$ cat src/rtl/data_mem_arbiter_pkg.sv
// Shared definitions for the data memory arbiter: FSM encoding and requester indices.
package data_mem_arbiter_pkg;

   typedef enum logic [1:0] {
      ST_IDLE = 2'd0,
      ST_OWN0 = 2'd1,
      ST_OWN1 = 2'd2
   } arb_state_e;

   localparam logic PORT0 = 1'b0;
   localparam logic PORT1 = 1'b1;

endpackage

$ cat src/rtl/data_mem_arbiter_rr_pick.sv
// Two-way round-robin select: on a tie the side that did not win last time gets the grant.
module data_mem_arbiter_rr_pick
   import data_mem_arbiter_pkg::*;
(
   input  logic [1:0] req_i,
   input  logic       last_owner_i,
   output logic [1:0] gnt_o
);

   always_comb begin
      gnt_o = 2'b00;
      if (req_i == 2'b11) begin
         if (last_owner_i == PORT1) gnt_o = 2'b01;
         else                       gnt_o = 2'b10;
      end else if (req_i[0]) begin
         gnt_o = 2'b01;
      end else if (req_i[1]) begin
         gnt_o = 2'b10;
      end
   end

endmodule

$ cat src/rtl/data_mem_arbiter.sv
// Arbitrates the single-port data memory between P0 (core) and P1 (loader/debug) with
// round-robin, burst lock and a starvation guard; read data comes back registered.
module data_mem_arbiter
   import data_mem_arbiter_pkg::*;
#(
   parameter int unsigned DEPTH     = 1024,
   parameter int unsigned MAX_BURST = 4
) (
   input  logic        CLK,
   input  logic        rst,
   input  logic        p0_req,
   input  logic        p0_we,
   input  logic        p0_lock,
   input  logic [31:0] p0_addr,
   input  logic [31:0] p0_wdata,
   output logic        p0_gnt,
   output logic        p0_rvalid,
   output logic        p0_err,
   output logic [31:0] p0_rdata,
   input  logic        p1_req,
   input  logic        p1_we,
   input  logic        p1_lock,
   input  logic [31:0] p1_addr,
   input  logic [31:0] p1_wdata,
   output logic        p1_gnt,
   output logic        p1_rvalid,
   output logic        p1_err,
   output logic [31:0] p1_rdata,
   output logic [31:0] mem_A,
   output logic [31:0] mem_WD,
   output logic        mem_WE,
   input  logic [31:0] mem_RD
);

   localparam int unsigned CntW   = $clog2(MAX_BURST + 1);
   localparam logic [CntW-1:0] CntMax = CntW'(MAX_BURST);
   localparam logic [31:0]     DepthW = 32'(DEPTH);

   arb_state_e      state_q, state_d;
   logic            last_owner_q, last_owner_d;
   logic [CntW-1:0] burst_cnt_q, burst_cnt_d;

   logic [1:0]  req_v, lock_v, pick, gnt_raw, gnt;
   logic        owner, other, cont, win, any_gnt, sel_we, in_range;
   logic [31:0] sel_addr, sel_wdata;

   assign req_v  = {p1_req, p0_req};
   assign lock_v = {p1_lock, p0_lock};

   data_mem_arbiter_rr_pick u_rr_pick (
      .req_i        (req_v),
      .last_owner_i (last_owner_q),
      .gnt_o        (pick)
   );

   always_comb begin
      gnt_raw      = 2'b00;
      cont         = 1'b0;
      state_d      = state_q;
      last_owner_d = last_owner_q;
      burst_cnt_d  = burst_cnt_q;
      owner        = (state_q == ST_OWN1);
      other        = ~owner;
      win          = 1'b0;

      unique case (state_q)
         ST_IDLE: gnt_raw = pick;
         ST_OWN0, ST_OWN1: begin
            if (!req_v[owner]) begin
               gnt_raw = pick;
            end else if ((burst_cnt_q == CntMax) && req_v[other]) begin
               gnt_raw[other] = 1'b1;
            end else begin
               gnt_raw[owner] = 1'b1;
               cont           = 1'b1;
            end
         end
         default: gnt_raw = 2'b00;
      endcase

      if (gnt_raw != 2'b00) begin
         win          = gnt_raw[1];
         last_owner_d = win;
         if (cont) begin
            // Continuing owner: counter saturates so long uncontested bursts never wrap.
            if (burst_cnt_q != CntMax) burst_cnt_d = burst_cnt_q + 1'b1;
            state_d = lock_v[win] ? state_q : ST_IDLE;
         end else begin
            burst_cnt_d = CntW'(1);
            if (lock_v[win]) state_d = win ? ST_OWN1 : ST_OWN0;
            else             state_d = ST_IDLE;
         end
      end else begin
         state_d = ST_IDLE;
      end
   end

   always_ff @(posedge CLK) begin
      if (rst) begin
         state_q      <= ST_IDLE;
         last_owner_q <= PORT1;
         burst_cnt_q  <= '0;
      end else begin
         state_q      <= state_d;
         last_owner_q <= last_owner_d;
         burst_cnt_q  <= burst_cnt_d;
      end
   end

   // Reset suppresses every grant so no write can slip through in a reset cycle.
   assign gnt     = rst ? 2'b00 : gnt_raw;
   assign any_gnt = |gnt;
   assign p0_gnt  = gnt[0];
   assign p1_gnt  = gnt[1];

   assign sel_addr  = gnt[1] ? p1_addr  : p0_addr;
   assign sel_wdata = gnt[1] ? p1_wdata : p0_wdata;
   assign sel_we    = gnt[1] ? p1_we    : p0_we;
   assign in_range  = (sel_addr < DepthW);

   assign mem_A  = any_gnt ? sel_addr  : 32'd0;
   assign mem_WD = any_gnt ? sel_wdata : 32'd0;
   assign mem_WE = any_gnt & sel_we & in_range;

   logic        p0_rvalid_q, p0_err_q, p1_rvalid_q, p1_err_q;
   logic [31:0] p0_rdata_q, p1_rdata_q;
   logic        p0_rd_ok, p1_rd_ok;

   assign p0_rd_ok = gnt[0] & ~p0_we & in_range;
   assign p1_rd_ok = gnt[1] & ~p1_we & in_range;

   always_ff @(posedge CLK) begin
      if (rst) begin
         p0_rvalid_q <= 1'b0;
         p0_err_q    <= 1'b0;
         p0_rdata_q  <= 32'd0;
         p1_rvalid_q <= 1'b0;
         p1_err_q    <= 1'b0;
         p1_rdata_q  <= 32'd0;
      end else begin
         p0_rvalid_q <= p0_rd_ok;
         p0_err_q    <= gnt[0] & ~in_range;
         p1_rvalid_q <= p1_rd_ok;
         p1_err_q    <= gnt[1] & ~in_range;
         if (p0_rd_ok) p0_rdata_q <= mem_RD;
         if (p1_rd_ok) p1_rdata_q <= mem_RD;
      end
   end

   assign p0_rvalid = p0_rvalid_q;
   assign p0_err    = p0_err_q;
   assign p0_rdata  = p0_rdata_q;
   assign p1_rvalid = p1_rvalid_q;
   assign p1_err    = p1_err_q;
   assign p1_rdata  = p1_rdata_q;

endmodule

$ cat config.mk
export PLATFORM = sky130hd
export DESIGN_NAME = data_mem_arbiter
export DESIGN_NICKNAME = d
export VERILOG_FILES = /design/src/rtl/data_mem_arbiter_pkg.sv /design/src/rtl/data_mem_arbiter_rr_pick.sv /design/src/rtl/data_mem_arbiter.sv
export SDC_FILE = /design/constraint.sdc
export NUM_CORES = 1
export LEC_CHECK = 0
export ABC_AREA = 1
export CORE_UTILIZATION = 30
export CTS_CLUSTER_DIAMETER = 80
export DETAILED_ROUTE_END_ITERATION = 6
export GPL_ROUTABILITY_DRIVEN = 0
export HOLD_SLACK_MARGIN = 0.03
export PLACE_DENSITY = 0.64
export SLEW_MARGIN = 20
export SYNTH_ARGS = -nofsm -noshare
export SYNTH_HDL_FRONTEND = slang
export SYNTH_SLANG_ARGS = --single-unit
$ cat constraint.sdc
create_clock -name CLK -period 4.9 [get_ports CLK]
set_input_delay 0.49 -clock CLK [delete_from_list [all_inputs] [get_ports CLK]]
set_output_delay 0.49 -clock CLK [all_outputs]
set_load 0.02 [all_outputs]
After elaboration in Yosys (flattened, before gate mapping)

Cells that the tools add are included.

Register bits: 74
Bits of input ports: 168
Output and inout bits: 135

Add/sub/neg operators: 1
Order comparisons: 6
Eq/ne operators: 7
Multiplexer cells: 32
Bitwise gates (word level): 13
Reduce and logical (&&, ||, !) cells: 9

Operators with widths:

| operator                                                                 | count |
|---|---|
| 32-bit two-way mux                                                       | 4 |
| 32-bit by 11-bit < comparator with 1-bit output (second input constant)  | 1 |
| 2-bit two-way mux                                                        | 11 |
| 1-bit two-way mux                                                        | 12 |
| 1-bit AND                                                                | 8 |
| 1-bit by 2-bit < comparator with 1-bit output (second input constant)    | 3 |
| 3-bit two-way mux                                                        | 2 |
| 2-bit OR reduction                                                       | 3 |
| 1-bit NOT                                                                | 5 |
| 2-bit == test (second input constant)                                    | 2 |
| 2-bit one-hot mux with 2 select lines                                    | 1 |
| 3-bit by 1-bit adder with 3-bit output (second input constant)           | 1 |
| 3-bit == test (second input constant)                                    | 1 |
| 1-bit logical AND                                                        | 3 |
| 3-bit inequality test (second input constant)                            | 1 |
| 1-bit demux with 1-bit select                                            | 2 |
| 2-bit by 1-bit == test with 1-bit output (second input constant)         | 1 |
| 1-bit >= comparator (second input constant)                              | 2 |
| 2-bit logical NOT                                                        | 1 |
| 2-bit by 1-bit inequality test with 1-bit output (second input constant) | 1 |
| 2-bit inequality test (second input constant)                            | 1 |
| 2-bit AND reduction                                                      | 1 |
| 2-bit nonzero test                                                       | 1 |

Logic depth before layout (Yosys ltp)

Gate-level depths: netlist of the first run.

Word-level depth: 14
Gate-level depth with buffers: 20
Gate-level depth less buffers: 18

Hierarchy

From an unflattened synthesis of the first run, not the netlist that was laid out.

Cells, all modules: 888
Area, all modules: 5,069.9 sq um

Modules (own cells, without submodules):

| module                   | times used | cells each | area each (sq um) | seq. area each (sq um) |
|---|---|---|---|---|
| data_mem_arbiter         | 1          | 883        | 5,048.6           | 1,481.4 |
| data_mem_arbiter_rr_pick | 1          | 5          | 21.3              | 0.0 |

Worst setup path before layout of the first run

Ideal clock, no wire load.

Kind: register -> output
Start point: register state_q[0]
End point: output port mem_WE
Arrival time: 2,651 ps
Required time: 4,410 ps
Slack: 1,759 ps
Cell stages (with the launch flop): 20
Buffers on the path: 4
Cells stage by stage: dfxtp_1 -> inv_1 -> ha_1 -> inv_2 -> nand2_1 -> a21boi_1 -> nand2_1 -> nand2_2 -> nand3_2 -> buf_6 -> buf_6 -> nand2_1 -> nand2_1 -> nor2_1 -> nand2_1 -> nor2_2 -> buf_4 -> buf_4 -> nand2_1 -> nor3_1

Cells in the longest elaborated chain, start to end: 13
Elaborated cells on any way between the ends: 30

Ends and longest elaborated chain:

| element                                                                                                           | RTL line                                         | RTL |
|---|---|---|
| from (decl)                                                                                                       | data_mem_arbiter.sv:39                           | `arb_state_e state_q, state_d;` |
| from (signal assigned)                                                                                            | data_mem_arbiter.sv:104                          | `state_q <= state_d;` |
| 2-bit == test                                                                                                     | data_mem_arbiter.sv:62, data_mem_arbiter.sv:66   |  |
| 1-bit NOT                                                                                                         | data_mem_arbiter.sv:63                           | `other = ~owner;` |
| 1-bit by 2-bit < comparator with 1-bit output (not written as such) / 1-bit >= comparator (equally long branches) | data_mem_arbiter.sv:72                           | `gnt_raw[other] = 1'b1;` |
| 1-bit logical AND (not written as such)                                                                           | data_mem_arbiter.sv:72                           |  |
| 1-bit two-way mux (not written as such)                                                                           | data_mem_arbiter.sv:72                           |  |
| 1-bit demux with 1-bit select                                                                                     | data_mem_arbiter.sv:72                           |  |
| 2-bit two-way mux                                                                                                 | data_mem_arbiter.sv:71                           | `end else if ((burst_cnt_q == CntMax) && req_v[other]) begin` |
| 2-bit two-way mux                                                                                                 | data_mem_arbiter.sv:69                           | `if (!req_v[owner]) begin` |
| 2-bit one-hot mux with 2 select lines *                                                                           | data_mem_arbiter.sv:66                           | `unique case (state_q)` |
| 2-bit two-way mux *                                                                                               | data_mem_arbiter.sv:111                          | `assign gnt = rst ? 2'b00 : gnt_raw;` |
| 32-bit two-way mux, or another cell as far along                                                                  | data_mem_arbiter.sv:116                          | `assign sel_addr = gnt[1] ? p1_addr : p0_addr;` |
| 32-bit by 11-bit < comparator with 1-bit output / 1-bit AND (equally long branches)                               | data_mem_arbiter.sv:119, data_mem_arbiter.sv:123 |  |
| 1-bit AND *                                                                                                       | data_mem_arbiter.sv:123                          | `assign mem_WE = any_gnt & sel_we & in_range;` |
| to (decl)                                                                                                         | data_mem_arbiter.sv:31                           | `output logic mem_WE,` |

Mark *: on every way between the ends. The rest lies on a longest branch, timed or not. The select of a mux whose other input is x is not followed.

Worst setup path in the final report of the first run

Start point: input port p1_req
End point: output port mem_WE

Cells in the longest elaborated chain, start to end: 10
Elaborated cells on any way between the ends: 19

Ends and longest elaborated chain:

| element                                                                             | RTL line                                         | RTL |
|---|---|---|
| from (decl)                                                                         | data_mem_arbiter.sv:20                           | `input logic p1_req,` |
| 1-bit two-way mux (not written as such) (2 in series)                               | data_mem_arbiter.sv:71                           |  |
| 1-bit logical AND                                                                   | data_mem_arbiter.sv:71                           |  |
| 2-bit two-way mux                                                                   | data_mem_arbiter.sv:71                           |  |
| 2-bit two-way mux                                                                   | data_mem_arbiter.sv:69                           |  |
| 2-bit one-hot mux with 2 select lines *                                             | data_mem_arbiter.sv:66                           |  |
| 2-bit two-way mux *                                                                 | data_mem_arbiter.sv:111                          |  |
| 32-bit two-way mux, or another cell as far along                                    | data_mem_arbiter.sv:116                          |  |
| 32-bit by 11-bit < comparator with 1-bit output / 1-bit AND (equally long branches) | data_mem_arbiter.sv:119, data_mem_arbiter.sv:123 |  |
| 1-bit AND *                                                                         | data_mem_arbiter.sv:123                          |  |

Marked as above.

==> results by group, run 1 <==
Clocking
  – Reg clk slew, reported paths: 60 ps
  – Hold bufs inserted after CTS: 0
  – H-tree depth: 3
  – Postcts setup bufs: 0
  – # clock sinks: 74
  – Gates resized, CTS repair: 0
  – Num CTS Buffers: 9
  – Clk root buf: clkbuf_16
  – Clk_lat worst skew: 340 ps
  – Max Buffers Root-to-Sink: 2
  – CTS tree: yes

GRT
  – GRT overflow: 0
  – Initial antenna violation count: 0
  – Pin count of the biggest net entering global routing: 84
  – First-pass GRT wire length: roughly 30,000 um
  – Vias in the first global route: 5,759
  – GRT Total Usage: 20.9%

Logic synthesis
  – Register area share after synthesis: 28.3%
  – Cell with the most instances after synthesis: nand2_1
  – Post-Syn Nets: 1,137
  – Synthesized area: 5230 um2
  – Synth Register Bits: 74
  – Synth Flop Type: dfxtp_1
  – Syn. warnings: 0
  – Mean Syn Cell Area: 5.43 um2
  – Top cells by count, synth: nand2_1 (358), inv_1 (248), nor2_1 (92)
  – Top cells by area, synth: dfxtp_1 (28%), nand2_1 (26%), inv_1 (18%)
  – Cell taking the most area after synthesis: dfxtp_1
  – Distinct cells, synth: 26
  – FFs w/ async S/R, synth: 0%
  – Mapped Cells: 964
  – Post-synth top area share: 28.3%
  – Number of synthesized flops with an enable pin: 0

Worst setup path
  – Slowest-stage cell, CP: buf_4
  – CP Max Fanout: 73
  – Worst path bufs/invs: 4
  – Worst path most repeated cell: nand2_1
  – Critical path, cell by cell: clkdlybuf4s50_1 -> nand3_1 -> nand2_1 -> nand3_1 -> nand2_1 -> nand2_2 -> buf_4 -> nand3_2 -> buf_4 -> o21ai_0 -> nor2_1 -> nand2_1 -> nor2_4 -> nand2_1 -> nor3_1 -> buf_4
  – CP max stage delay: 610 ps
  – WP data required: 4410 ps
  – CP startpoint kind: primary input
  – Crit path max-delay family: buffers and inverters
  – WP data arrival: 3470 ps
  – Critical path class: in2out
  – Setup crit end kind: output port

Die
  – Initial Util: between 30 and 40%
  – Row cnt: 47
  – Die H: roughly 130 um
  – Die ar.: 18,000 um2
  – Die width: 134 um
  – Top Ports: 303
  – Core footprint: around 17,000 um2

STA
  – Final Cycle Share: roughly 81%
  – Final Hold Viols: 0
  – Setup WS post-layout: 940 ps
  – Worst slew pin tran: between 800 and 900 ps
  – RSZ-0062 raised after global routing: false
  – Clk_skew: about 5.5 ps
  – Max-slew violations: 0
  – Relative slew margins: 41.3%
  – Crit path time final: about 4000 ps
  – Max Fclk: 253 MHz
  – Setup violators final: 0
  – Setup TNS: 0 ps

Min path
  – Hold Path Class: reg2reg

Final layout
  – Area grow syn2layout: 65.5%
  – Fillers: 1,756
  – Nets: 1,403
  – Ant. Diodes: 0
  – Core Util, Final: 51.5%
  – Layout cell share with drive strength beyond 1: 2.91%

Drt
  – Per-cell routed wire length: 13.1 um
  – DRC viols: 0
  – Post-route ant nets: 0
  – Initial DRC count: about 320
  – Total Wirelength: 19,100 um
  – Via/cell ratio: 4.25
  – Routed vias: a little over 6,000
  – First-pass iteration count of the detailed router: 4

Power and ir drop
  – Design Power: about 1900 uW
  – Max VDD drop: 0.000146 V
  – Leakage: 0.00441 uW
  – Pwr per Cell Area: 224 nW/um2

Job
  – Max-Cap Viols: 0

Placement
  – PortBufs: 302
  – Post-place setup slack: 721 ps
  – Post-detail-place hpwl: around 14,000 um

Run status
  – Status: finished, final reports clean
flip-flops by register name, indices dropped and copies added (netlist names):
name,cells
p0_rdata,32
p1_rdata,32
burst_cnt_q,3
state_q,2
last_owner_q,1
p0_err,1
p0_rvalid,1
p1_err,1
p1_rvalid,1
worst paths after layout:
kind | from | end | slack (ps) | cells after the start
min reg2reg | burst_cnt_q[1] | burst_cnt_q[1] | 490 | 2
max reg2reg | state_q[0] | p0_rdata[30] | 1150 | 16
max | p1_req | mem_WE | 940 | 16
min | burst_cnt_q[1] | burst_cnt_q[1] | 490 | 2
cells by family (layout without fill, tap and decap cells):
logic type      Yosys count  count (layout)  share of synthesized area (%)
simple gates            545             545                           43.7
buf+inv                 307             578                           23.3
flops                    74              74                           28.3
compound gates           32              32                           3.33
fa+ha+maj                 5               5                           1.20
xor+xnor                  1               1                          0.167
power by group:
group | total, uW | switching [uW] | internal [uW] | leakage (uW)
logic | 615 | 324 | 291 | 0.00366
registers | 613 | 4.46 | 609 | 0.000597
clock network | 713 | 265 | 448 | 0.000153
metal layers:
metal / wire, um / vias to the layer above / GRT usage [%]
li1: - / 3342 / -
met1: 8030 / 2628 / 24.3
met2: 9150 / 197 / 36.6
met3: 1640 / 17 / 6.46
met4: 285 / 0 / 6.12
met5: 0 / - / 0
area by class of cell:
class                   count  area [um2]  share of cell area (%)
multi-input cells         583        2550                    29.5
inverters                 252         948                    11.0
clock inverters             6        90.1                    1.04
flip-flops and latches     74        1480                    17.1
repair buffers            310        3080                    35.6
well taps                 220         275                    3.18
clock buffers              10         229                    2.65
placed cells by master, fill, tap and decap left out, types with 2 or more instances in the layout:
master / Yosys / routed
clkinv_2: 0 / 3
a21oi_1: 13 / 13
dfxtp_1: 74 / 74
o21ai_0: 11 / 11
nand4_1: 80 / 80
o211ai_1: 3 / 3
bufinv_16: 0 / 2
inv_1: 248 / 247
inv_2: 1 / 2
o21ai_1: 2 / 2
nand2_1: 358 / 358
clkdlybuf4s50_1: 0 / 301
nor2_4: 0 / 3
nor2_1: 92 / 90
clkbuf_16: 0 / 9
buf_4: 7 / 9
nand3_2: 3 / 3
nand3_1: 8 / 8
ha_1: 5 / 5
tightest hold or removal path, cell delays in order, from the launching register on:
cell,delay (ps)
dfxtp_1,310
inv_1,70
a21oi_1,60
stage by stage:
| step | cells | hold slack (ps) | cell area [um2] |
|---|---|---|---|
| 3_3_place_gp | 1439 | 474 | 8330 |
| 3_5_place_dp | 1439 | 481 | 8330 |
| 6_report | 1455 | 489 | 8650 |
| 2_1_floorplan | 964 | 451 | 5230 |
| 4_1_cts | 1455 | 490 | 8650 |
| 5_1_grt | 1455 | 512 | 8650 |
(Power assumes the default switching activity.)
==> run 2: changes to the inputs <==
Clock period 4.9 ns to 3.86 ns, I/O delays scaled along.
==> results by group, run 2 (same netlist as run 1, synthesis figures left out) <==
Drt
  – Total Wirelength: 19,400 um (+1.5%)
  – Via/cell ratio: 4.26 (+0.16%)
  – Per-cell routed wire length: 13.2 um (+0.88%)
  – First-pass iteration count of the detailed router: 4 (unchanged)
  – Routed vias: 6,232 (+0.78%)
  – WL met3: 1660 um (+1.7%)
  – Top sig layer: met4
  – Routed met1 length: 8030 um (about the same)
  – Initial DRC count: 266 (-16%)
  – DRC viols: 0 (unchanged)
  – Post-route ant nets: 0 (unchanged)
  – Met2 routed WL: 9530 um (+4.2%)

Power and ir drop
  – Internal power: 1720 uW (+28%)
  – Fraction of power consumed by sequential logic: 31.6% (about the same)
  – Clock power share: 36.2% (-0.5 points)
  – Leakage: 0.00446 uW (+1.0%)
  – Max VDD drop: 0.000184 V (+26%)
  – Design Power: 2460 uW (+27%)
  – Combinational power share: 32.3% (+0.6 points)
  – P_sw: 745 uW (+25%)
  – Sw frac: 30.2% (-0.37 points)
  – Pwr per Cell Area: 282 nW/um2 (+26%)

Final layout
  – Fillers: 1,744 (-0.68%)
  – Most frequent cells in the layout: nand2_1 (358), clkdlybuf4s50_1 (301), inv_1 (247)
  – Core Util, Final: 52.0% (+0.54 points)
  – Area grow syn2layout: 67.2%
  – Final std cells w/o fill: 1,464 (+0.62%)
  – Nets: 1,412 (+0.64%)
  – Layout cell share with drive strength beyond 1: 3.46% (+0.54 points)
  – Ant. Diodes: 0 (unchanged)
  – Commonest non-fill, non-tap cell in the layout: nand2_1

Run status
  – Status: finished, final reports clean

Die
  – Die H: 134 um (unchanged)
  – Core footprint: 16,800 um2 (unchanged)
  – Die ar.: 18,000 um2 (unchanged)
  – Initial Util: 31.1% (unchanged)
  – Die width: 134 um (unchanged)
  – Top Ports: 303 (unchanged)
  – Row cnt: 47 (unchanged)

STA
  – Worst slew pin tran: 715 ps (-165 ps)
  – Crit path time final: approximately 3500 ps
  – Final Hold Viols: 0 (unchanged)
  – Hold WS: 484 ps (-4.68 ps)
  – Max-slew violations: 0 (unchanged)
  – Clk_skew: 5.76 ps (+0.305 ps)
  – Relative slew margins: 52.3% (+11 points)
  – RSZ-0062 raised after global routing: false
  – Max Fclk: 286 MHz
  – Setup violators final: 0 (unchanged)
  – Setup TNS: 0 ps (unchanged)
  – Final Cycle Share: 90.7%

Clocking
  – H-tree depth: 3 (unchanged)
  – CTS tree: yes
  – Clk root buf: clkbuf_16
  – # clock sinks: 74 (unchanged)
  – Postcts setup bufs: 0 (unchanged)
  – Max Buffers Root-to-Sink: 2 (unchanged)
  – Num CTS Buffers: 9 (unchanged)
  – Reg clk slew, reported paths: 60 ps (about the same)
  – Clk_lat worst skew: 330 ps (about the same)

Worst setup path
  – Reg2Reg Launch Point: state_q[0]
  – CP startpoint kind: register
  – CP Max Fanout: 42 (-42%)
  – Worst r2r path cells: 18 (+2)
  – Critical path, cell by cell: inv_1 -> ha_1 -> inv_2 -> nand2_1 -> a21boi_1 -> nand2_1 -> nand2_2 -> nand2_1 -> nand2_1 -> nand2_1 -> clkinv_1 -> buf_6 -> nand2_1 -> inv_1 -> clkdlybuf4s50_1
  – CP max stage delay: 600 ps (about the same)
  – Worst path most repeated cell: nand2_1
  – Critical path class: reg2out
  – Setup crit end kind: output port
  – WP data arrival: 3110 ps (-360 ps)
  – FF-to-FF End: p0_rdata[4]
  – Register-to-Register Setup Slack: 630 ps (-520 ps)
  – WP data required: 3470 ps (-940 ps)
  – Slowest-stage cell, CP: clkdlybuf4s50_1

GRT
  – GRT overflow: 0 (unchanged)
  – Vias in the first global route: 5,826 (+1.2%)
  – Initial antenna violation count: 0 (unchanged)
  – Pin count of the biggest net entering global routing: 67 (-20%)
  – GRT Total Usage: 21.2% (+0.29 points)
  – First-pass GRT wire length: 30,200 um (+2.5%)

Min path
  – HP Start: state_q[0]
  – Min-Delay Endpoint: state_q[0]
  – Hold Path Class: reg2reg
  – Hold path cells: 2 (unchanged)

Placement
  – DP Cell Count: 1,448 (+0.63%)
  – PortBufs: 302 (unchanged)
  – Post-detail-place hpwl: 14,300 um (+2.6%)

Job
  – Max-Cap Viols: 0 (unchanged)
-- run 2: worst max-delay path, delay by kind of cell, from the launching register on --
family,cells,cell delay (ps)
flops,1,350
fa+ha+maj,1,250
simple gates,7,830
compound gates,1,130
buf+inv,6,1180
-- run 2: worst max path at each step --
stage,start,to,cells past startpoint
3_5_place_dp,p1_req,mem_WD[18],14
6_report,state_q[0],mem_WD[30],15
2_1_floorplan,state_q[0],mem_WE,19
5_1_grt,state_q[0],mem_WD[14],15
3_3_place_gp,p1_req,mem_WD[29],13
4_1_cts,state_q[0],mem_WD[30],15
-- run 2: power by group through the flow --
stage,clock (uW),combinational (uW),sequential [uW]
after floorplan,0,387,797
after global placement,0,796,795
after detailed placement,0,792,795
after CTS,916,799,778
after global routing,953,875,779
final,891,796,778
-- run 2: metal layers --
| metal | up-vias | track usage, % |
|---|---|---|
| met5 | - | 0 |
| met1 | 2654 | 24.5 |
| met3 | 13 | 6.88 |
| met4 | 0 | 3.93 |
| met2 | 200 | 38.1 |
| li1 | 3365 | - |
-- run 2: cell type report --
class / count / area [um2] / share of cell area (%)
clock buffer: 10 / 229 / 2.62
clock inverter: 6 / 87.6 / 1.00
inverter: 252 / 946 / 10.8
multi-input combinational: 583 / 2550 / 29.1
sequential: 74 / 1480 / 16.9
tap: 220 / 275 / 3.15
timing repair buffer: 319 / 3180 / 36.3
-- run 2: what timing repair did --
action | CTS | global route
hold buffers | 0 | 0
gates resized for setup | 0 | 1
endpoints found under the setup margin | 0 | 28
-- run 2: through the flow --
step	instance area [um2]	setup WS [ps]
2_1_floorplan	5230	823
3_3_place_gp	8420	412
3_5_place_dp	8420	407
4_1_cts	8740	283
5_1_grt	8740	25.0
6_report	8740	360
